[config.mk]
export PLATFORM = sky130hd
export DESIGN_NAME = ysyx_23060171_gpr_arb
export DESIGN_NICKNAME = d
export VERILOG_FILES = /design/src/rtl/ysyx_23060171_gpr_arb.sv
export SDC_FILE = /design/constraint.sdc
export NUM_CORES = 1
export LEC_CHECK = 0
export BUFFER_PORTS_ARGS = -buffer_cell sky130_fd_sc_hd__buf_2
export CAP_MARGIN = 0
export CORE_ASPECT_RATIO = 0.5
export CORE_MARGIN = 2
export CORE_UTILIZATION = 50
export DETAILED_ROUTE_END_ITERATION = 16
export PLACE_DENSITY = 0.8
export SLEW_MARGIN = 20
export SYNTH_ARGS = -nofsm -noshare
export SYNTH_HDL_FRONTEND = slang
export SYNTH_SLANG_ARGS = --single-unit
[constraint.sdc]
create_clock -name clk -period 6 [get_ports clk]
set_clock_uncertainty 0.2 [all_clocks]
set_input_delay 1.5 -clock clk [delete_from_list [all_inputs] [get_ports clk]]
set_output_delay 1.5 -clock clk [all_outputs]
set_load 0.05 [all_outputs]
[src/rtl/ysyx_23060171_gpr_arb.sv]
// ysyx_23060171_gpr_arb
//   Arbitrates GPR write-back between the EXU (req0) and the LSU (req1) and
//   tracks which destination registers still have a write outstanding.
//   - One write per cycle is accepted. A lone requester wins at once. When
//     both request, the one not granted most recently wins.
//   - The accepted write is registered onto gpr_wen/gpr_waddr/gpr_wdata.
//   - Writes to x0 are accepted but are never driven onto the GPR port.
//   - A busy bit per register is set on issue and cleared when the write
//     commits. hazard reports whether either source operand is still busy.
//
// Ports
//   clk, rst                      clock, asynchronous active-high reset
//   req0_valid/ready/addr/data    EXU write-back request (ready is combinational)
//   req1_valid/ready/addr/data    LSU write-back request (ready is combinational)
//   gpr_wen/gpr_waddr/gpr_wdata   registered GPR write port
//   iss_valid, iss_rd             issue: marks iss_rd pending
//   chk_raddr1, chk_raddr2        source operands to check
//   hazard                        combinational: a source operand is pending
//
// Optional feature (macro YSYX_23060171_GPR_ARB_BYPASS_EN)
//   Adds fwd_hit1/fwd_hit2 and fwd_data1/fwd_data2. A source that matches the
//   write on the GPR port this cycle is forwarded and no longer counts toward
//   hazard.

module ysyx_23060171_gpr_arb #(
  parameter int unsigned ADDR_WIDTH = 5,
  parameter int unsigned DATA_WIDTH = 32
) (
  input  logic                  clk,
  input  logic                  rst,

  input  logic                  req0_valid,
  output logic                  req0_ready,
  input  logic [ADDR_WIDTH-1:0] req0_addr,
  input  logic [DATA_WIDTH-1:0] req0_data,

  input  logic                  req1_valid,
  output logic                  req1_ready,
  input  logic [ADDR_WIDTH-1:0] req1_addr,
  input  logic [DATA_WIDTH-1:0] req1_data,

  output logic                  gpr_wen,
  output logic [ADDR_WIDTH-1:0] gpr_waddr,
  output logic [DATA_WIDTH-1:0] gpr_wdata,

  input  logic                  iss_valid,
  input  logic [ADDR_WIDTH-1:0] iss_rd,

  input  logic [ADDR_WIDTH-1:0] chk_raddr1,
  input  logic [ADDR_WIDTH-1:0] chk_raddr2,
`ifdef YSYX_23060171_GPR_ARB_BYPASS_EN
  output logic                  fwd_hit1,
  output logic                  fwd_hit2,
  output logic [DATA_WIDTH-1:0] fwd_data1,
  output logic [DATA_WIDTH-1:0] fwd_data2,
`endif
  output logic                  hazard
);

  localparam int unsigned NUM_REGS = 1 << ADDR_WIDTH;

  // Round-robin pointer: names the requester that wins a tie.
  typedef enum logic {
    PRI_REQ0 = 1'b0,
    PRI_REQ1 = 1'b1
  } pri_e;

  pri_e                  pri_q;
  pri_e                  pri_d;
  logic                  grant0_c;
  logic                  grant1_c;
  logic                  wr_en_c;
  logic [ADDR_WIDTH-1:0] wr_addr_c;
  logic [DATA_WIDTH-1:0] wr_data_c;
  logic [NUM_REGS-1:0]   busy_q;
  logic [NUM_REGS-1:0]   busy_d;
  logic                  src1_busy_c;
  logic                  src2_busy_c;

  // Pointer register.
  always_ff @(posedge clk or posedge rst) begin
    if (rst) begin
      pri_q <= PRI_REQ0;
    end else begin
      pri_q <= pri_d;
    end
  end

  // Grant selection and pointer update. Ready is the grant itself, so every
  // grant is a transfer and the pointer moves only on a transfer.
  always_comb begin
    grant0_c = 1'b0;
    grant1_c = 1'b0;
    pri_d    = pri_q;
    if (!rst) begin
      unique case ({req1_valid, req0_valid})
        2'b01:   grant0_c = 1'b1;
        2'b10:   grant1_c = 1'b1;
        2'b11: begin
          if (pri_q == PRI_REQ0) grant0_c = 1'b1;
          else                   grant1_c = 1'b1;
        end
        default: ;
      endcase
    end
    if (grant0_c) begin
      pri_d = PRI_REQ1;
    end else if (grant1_c) begin
      pri_d = PRI_REQ0;
    end
  end

  assign req0_ready = grant0_c;
  assign req1_ready = grant1_c;

  // Winning payload; an x0 target is swallowed here.
  always_comb begin
    wr_addr_c = grant1_c ? req1_addr : req0_addr;
    wr_data_c = grant1_c ? req1_data : req0_data;
    wr_en_c   = (grant0_c || grant1_c) && (wr_addr_c != ADDR_WIDTH'(0));
  end

  // GPR write port; address/data only move on a real write so they hold
  // their last value while gpr_wen is low.
  always_ff @(posedge clk or posedge rst) begin
    if (rst) begin
      gpr_wen   <= 1'b0;
      gpr_waddr <= '0;
      gpr_wdata <= '0;
    end else begin
      gpr_wen <= wr_en_c;
      if (wr_en_c) begin
        gpr_waddr <= wr_addr_c;
        gpr_wdata <= wr_data_c;
      end
    end
  end

  // Busy-bit update: the commit clears first so a same-edge issue to the
  // same register leaves it busy. x0 is never busy.
  always_comb begin
    busy_d = busy_q;
    if (gpr_wen) begin
      busy_d[gpr_waddr] = 1'b0;
    end
    if (iss_valid && (iss_rd != ADDR_WIDTH'(0))) begin
      busy_d[iss_rd] = 1'b1;
    end
    busy_d[0] = 1'b0;
  end

  // Busy-bit register.
  always_ff @(posedge clk or posedge rst) begin
    if (rst) begin
      busy_q <= '0;
    end else begin
      busy_q <= busy_d;
    end
  end

  assign src1_busy_c = busy_q[chk_raddr1];
  assign src2_busy_c = busy_q[chk_raddr2];

`ifdef YSYX_23060171_GPR_ARB_BYPASS_EN
  // Forward the write on the GPR port to a matching source operand.
  always_comb begin
    fwd_hit1  = gpr_wen && (gpr_waddr == chk_raddr1) && (chk_raddr1 != ADDR_WIDTH'(0));
    fwd_hit2  = gpr_wen && (gpr_waddr == chk_raddr2) && (chk_raddr2 != ADDR_WIDTH'(0));
    fwd_data1 = gpr_wdata;
    fwd_data2 = gpr_wdata;
    hazard    = (src1_busy_c && !fwd_hit1) || (src2_busy_c && !fwd_hit2);
  end
`else
  assign hazard = src1_busy_c || src2_busy_c;
`endif

endmodule

* Yosys cells after proc, flatten, opt, wreduce, memory -nomap -nowiden
Cells that the tools add are included.
** Cells by class
- Reductions and logical operators :: 9
- Equality and inequality tests :: 3
- Bitwise gates (word level) :: 3
- Shift operators :: 0
- Add/sub/neg operators :: 0
- Order comparisons :: 6
- Multiply operators :: 0
- Divide/modulo/power cells :: 0
- Multiplexer cells :: 20
** Operator list (number)
- $mux W32 :: 3
- $and A32 B32 Y32 :: 1
- $not A32 Y32 :: 1
- $or A32 B32 Y32 :: 1
- $lt A5 B6 Y1 const B :: 4
- $bmux W1 S5 :: 2
- $demux W1 S5 :: 2
- $ge A5 B1 Y1 const B :: 2
- $mux W1 :: 10
- $reduce_bool A5 Y1 :: 2
- $mux W5 :: 1
- $eq A2 B2 Y1 const B :: 2
- $logic_and A1 B1 Y1 :: 4
- $pmux W1 S2 :: 2
- $eq A2 B1 Y1 const B :: 1
- $logic_or A1 B1 Y1 :: 2
- $reduce_bool A2 Y1 :: 1
** Storage, ports and cells
- RAM bits :: 0
- Latch bits :: 0
- Memories kept :: 0
- Register bits after elaboration :: 70
- ROM bits :: 0
- Output and inout port bits :: 41
- Word-level logic and storage cells :: 46

* Longest topological paths before layout
- Word-level depth :: 9
- Depth in mapped cells :: 6
- Depth with buffers taken out :: 4

* Worst setup path before layout
No wires, ideal clock.
- Path kind :: input to output
- From :: in rst
- To :: out req1_ready
- Path slack :: 112 ps
- Arrival time :: 4188 ps
- Data required time :: 4300 ps
- Stages on the path :: 4
- Cells stage by stage :: inv_1 -> nand3_2 -> buf_1 -> inv_1
** On the way
- Longest elaborated chain between the ends :: 1
** RTL lines
- start: declaration :: RTL line 30 : input logic rst,
- $mux W1 :: RTL line 95 : if (!rst) begin
- end: declaration :: RTL line 38 : output logic req1_ready,
No other way between the ends.

* Final worst setup path
- From :: in chk_raddr1[0]
- To :: out hazard
** On the way
- Longest elaborated chain between the ends :: 3
** RTL lines
- start: declaration :: RTL line 49 : input logic [ADDR_WIDTH-1:0] chk_raddr1,
- $bmux W1 S5 :: RTL line 161 : assign src1_busy_c = busy_q[chk_raddr1];
- $mux W1 (not written as such) :: RTL line 161
- $logic_or A1 B1 Y1 :: RTL line 174 : assign hazard = src1_busy_c || src2_busy_c;
- end: declaration :: RTL line 57 : output logic hazard
No other way between the ends. The select of a mux whose other input is x is not followed.

==> impl_metrics.tcl <==
set metrics [dict create \
    status "finished clean" \
    cpMostUsedCell "buf_2" \
    start_util_pct 52.63 \
    yosys.cell_count.top_type "dfrtp_1" \
    min_period_ps 4808 \
    cp_max_fo 11 \
    max_slew_margin_pct 37.16 \
    drive_gt1_share_pct 55.93 \
    cts_sinks 70 \
    cts_hold_buf 0 \
    synth-seq-cells 70 \
    dr.pass1.iters 5 \
    tns_ps 0 \
    synth_edf_count 0 \
    report.final.slew_viol_count 0 \
    cts-resized-gates 0 \
    yosysWarnings 0 \
    die_h_um 66.66 \
    syn-num-nets 406 \
    tightest_slew_ps 940.4 \
    avgSynthCellArea_um2 12.58 \
    final_hold_viol_count 0 \
    setup_viol 0 \
    cts-root-buf "clkbuf_16" \
    slowest_stage "mux4_2" \
    groute.usage.overall_pct 23.50 \
    vias 3178 \
    yosysTopAreaCell "dfrtp_1" \
    critPathKind "input port to output pin" \
    synth_top_area_share_pct 44.61 \
    rsz0062_at_grt "no" \
    ant_nets 0 \
    synthTopCellsByArea "dfrtp_1 45%, mux2_2 15%, mux4_2 8.6%, o21ai_0 7.9%, mux2_4 7.6%" \
    clkTransAtPathRegs_ps 50 \
    io_pins 135 \
    grt_max_degree 70 \
    cap_viol_max_count 0 \
    setup.worst_path.start_class "input port" \
    antenna_found_initial 0 \
    gp_congestion 0.8687 \
    peakVddDrop_mv 0.2040 \
    async_reset_ff_share_pct 100.0 \
    overflow 0 \
    viasPerCell 5.726 \
    h-tree-depth 3 \
    ys_types 39 \
    die-area_um2 8620 \
    worstSkewPairLatency_ps 320 \
    cpPeakStageDelay_ps 540 \
    grt_pass1_vias 3094 \
    portBuffers 134 \
    die_w_um 129.3 \
    cp-end-kind "output pin" \
    postSynthCellCount 312 \
    coreArea_um2 7460 \
    routed_wl_um 9685 \
    hold_slack_ps 303.0 \
    num_rows 22 \
    cts_tree "done" \
    post_cts_buffers 0 \
    wire_per_inst_um 17.45 \
    n_antenna_cell 0 \
    synth.cell_area_um2 3926 \
    netlist_top_cells_count "70 x dfrtp_1, 62 x o21ai_0, 54 x mux2_2" \
    synth_ff_type "dfrtp_1" \
    fmax_mhz 208.0 \
    dp_hpwl_um 7176 \
    fin_crit_sh_pct 80.14 \
    clockBufferDepth 2 \
    final_nets 537 \
    synth_seq_area_share_pct 44.61 \
    path_cells "buf_2 -> mux4_2 -> nor3b_1 -> o31ai_1 -> a221o_1 -> buf_2" \
    grt_pass1_wl_um 15570 \
    powerDensity_nw_per_um2 412.6 \
    drt_iter0_drc 177 \
    hold_path.class "flip-flop to flip-flop" \
    arrival_ps 3110 \
    drc 0 \
    leakagePower_nw 2.179 \
    worst_ep_required_time_ps 4300 \
    cts_buffers 9 \
    syn2layout_area_growth_pct 26.70 \
]
## where the power goes
group,total (mW),internal [mW],switching (mW)
registers,0.777,0.629,0.149
logic,0.709,0.296,0.413
clock network,0.566,0.374,0.192
## critical path: cells and delay by family
family,cells,cell delay (ps)
multiplexers,1,540
buffers and inverters,2,450
AO/OA/AOI/OAI,2,420
AND/OR/NAND/NOR,1,190
## per-stage QoR
| step | instances | instance area [µm²] | utilization, % | worst slack (ps) | power [mW] |
|---|---|---|---|---|---|
| 6_report | 555 | 4975 | 66.69 | 1192 | 2.053 |
| 5_1_grt | 555 | 4975 | 66.69 | 1065 | 2.149 |
| 4_1_cts | 555 | 4975 | 66.69 | 1172 | 2.056 |
| 3_5_place_dp | 540 | 4653 | 62.38 | 1172 | 1.486 |
| 3_3_place_gp | 540 | 4653 | 62.38 | 1203 | 1.463 |
| 2_1_floorplan | 312 | 3926 | - | 112.0 | 1.280 |
## final timing paths
path / startpoint / endpoint / slack, ps / cells past startpoint
worst max-delay path: chk_raddr1[0] / hazard / 1190 / 6
worst min-delay path: gpr_wdata[19] / gpr_wdata[19] / 300 / 1
worst max register to register: pri_q / gpr_wdata[11] / 3290 / 5
worst min register to register: gpr_wdata[19] / gpr_wdata[19] / 300 / 1
max in group asynchronous: rst / gpr_wdata[20] / 3690 / 3
min in group asynchronous: rst / gpr_wdata[26] / 890 / 2
## per-layer routing
metal	share of wire [%]	GRT usage, %	vias to the layer above
li1	-	-	1447
met1	44	31.33	1583
met2	48	38.16	137
met3	7.1	6.908	11
met4	0.83	5.842	0
met5	0	0	-
## placed cells by master (no fill, tap or decap), types with 2 or more instances in the layout
master     synthesis  final
mux2_4            20     20
nor2_1             3      3
mux2_2            54     54
or3b_2             4      4
buf_2              7    134
o22ai_1            4      4
nand2b_1           6      6
a31oi_1            2      2
buf_4              0      3
nand3b_1          11     11
mux4_2            15     15
inv_1              5      4
bufinv_16          0      2
or3_1              2      2
nand3_1            6      6
clkbuf_16          0      9
mux2i_1            6      6
nand2_1            6      6
o21ai_0           62     62
dfrtp_1           70     70
## cell type report
class / instances / area (µm²)
flip-flops and latches: 70 / 1752
well taps: 108 / 135.1
clock inverters: 5 / 82.58
fillers: 573 / 2485
inverters: 5 / 18.77
multi-input cells: 220 / 2054
repair buffers: 137 / 693.2
clock buffers: 10 / 239.0
## registers in the layout (all words and copies together) (netlist names)
name / cells
pri_q: 1
gpr_wen: 1
gpr_wdata: 32
gpr_waddr: 5
busy_q: 31
## kinds of logic (layout without fill, tap and decap cells)
| logic type | count (synthesis) | after routing | share of synthesized area [%] |
|---|---|---|---|
| AOI/OAI and AO/OA | 80 | 80 | 11.31 |
| buffers and inverters | 22 | 157 | 3.346 |
| DFF | 70 | 70 | 44.61 |
| muxes | 95 | 95 | 33.27 |
| and+or+nand+nor | 45 | 45 | 7.457 |
Note: power is estimated with default switching activity, not from simulation.
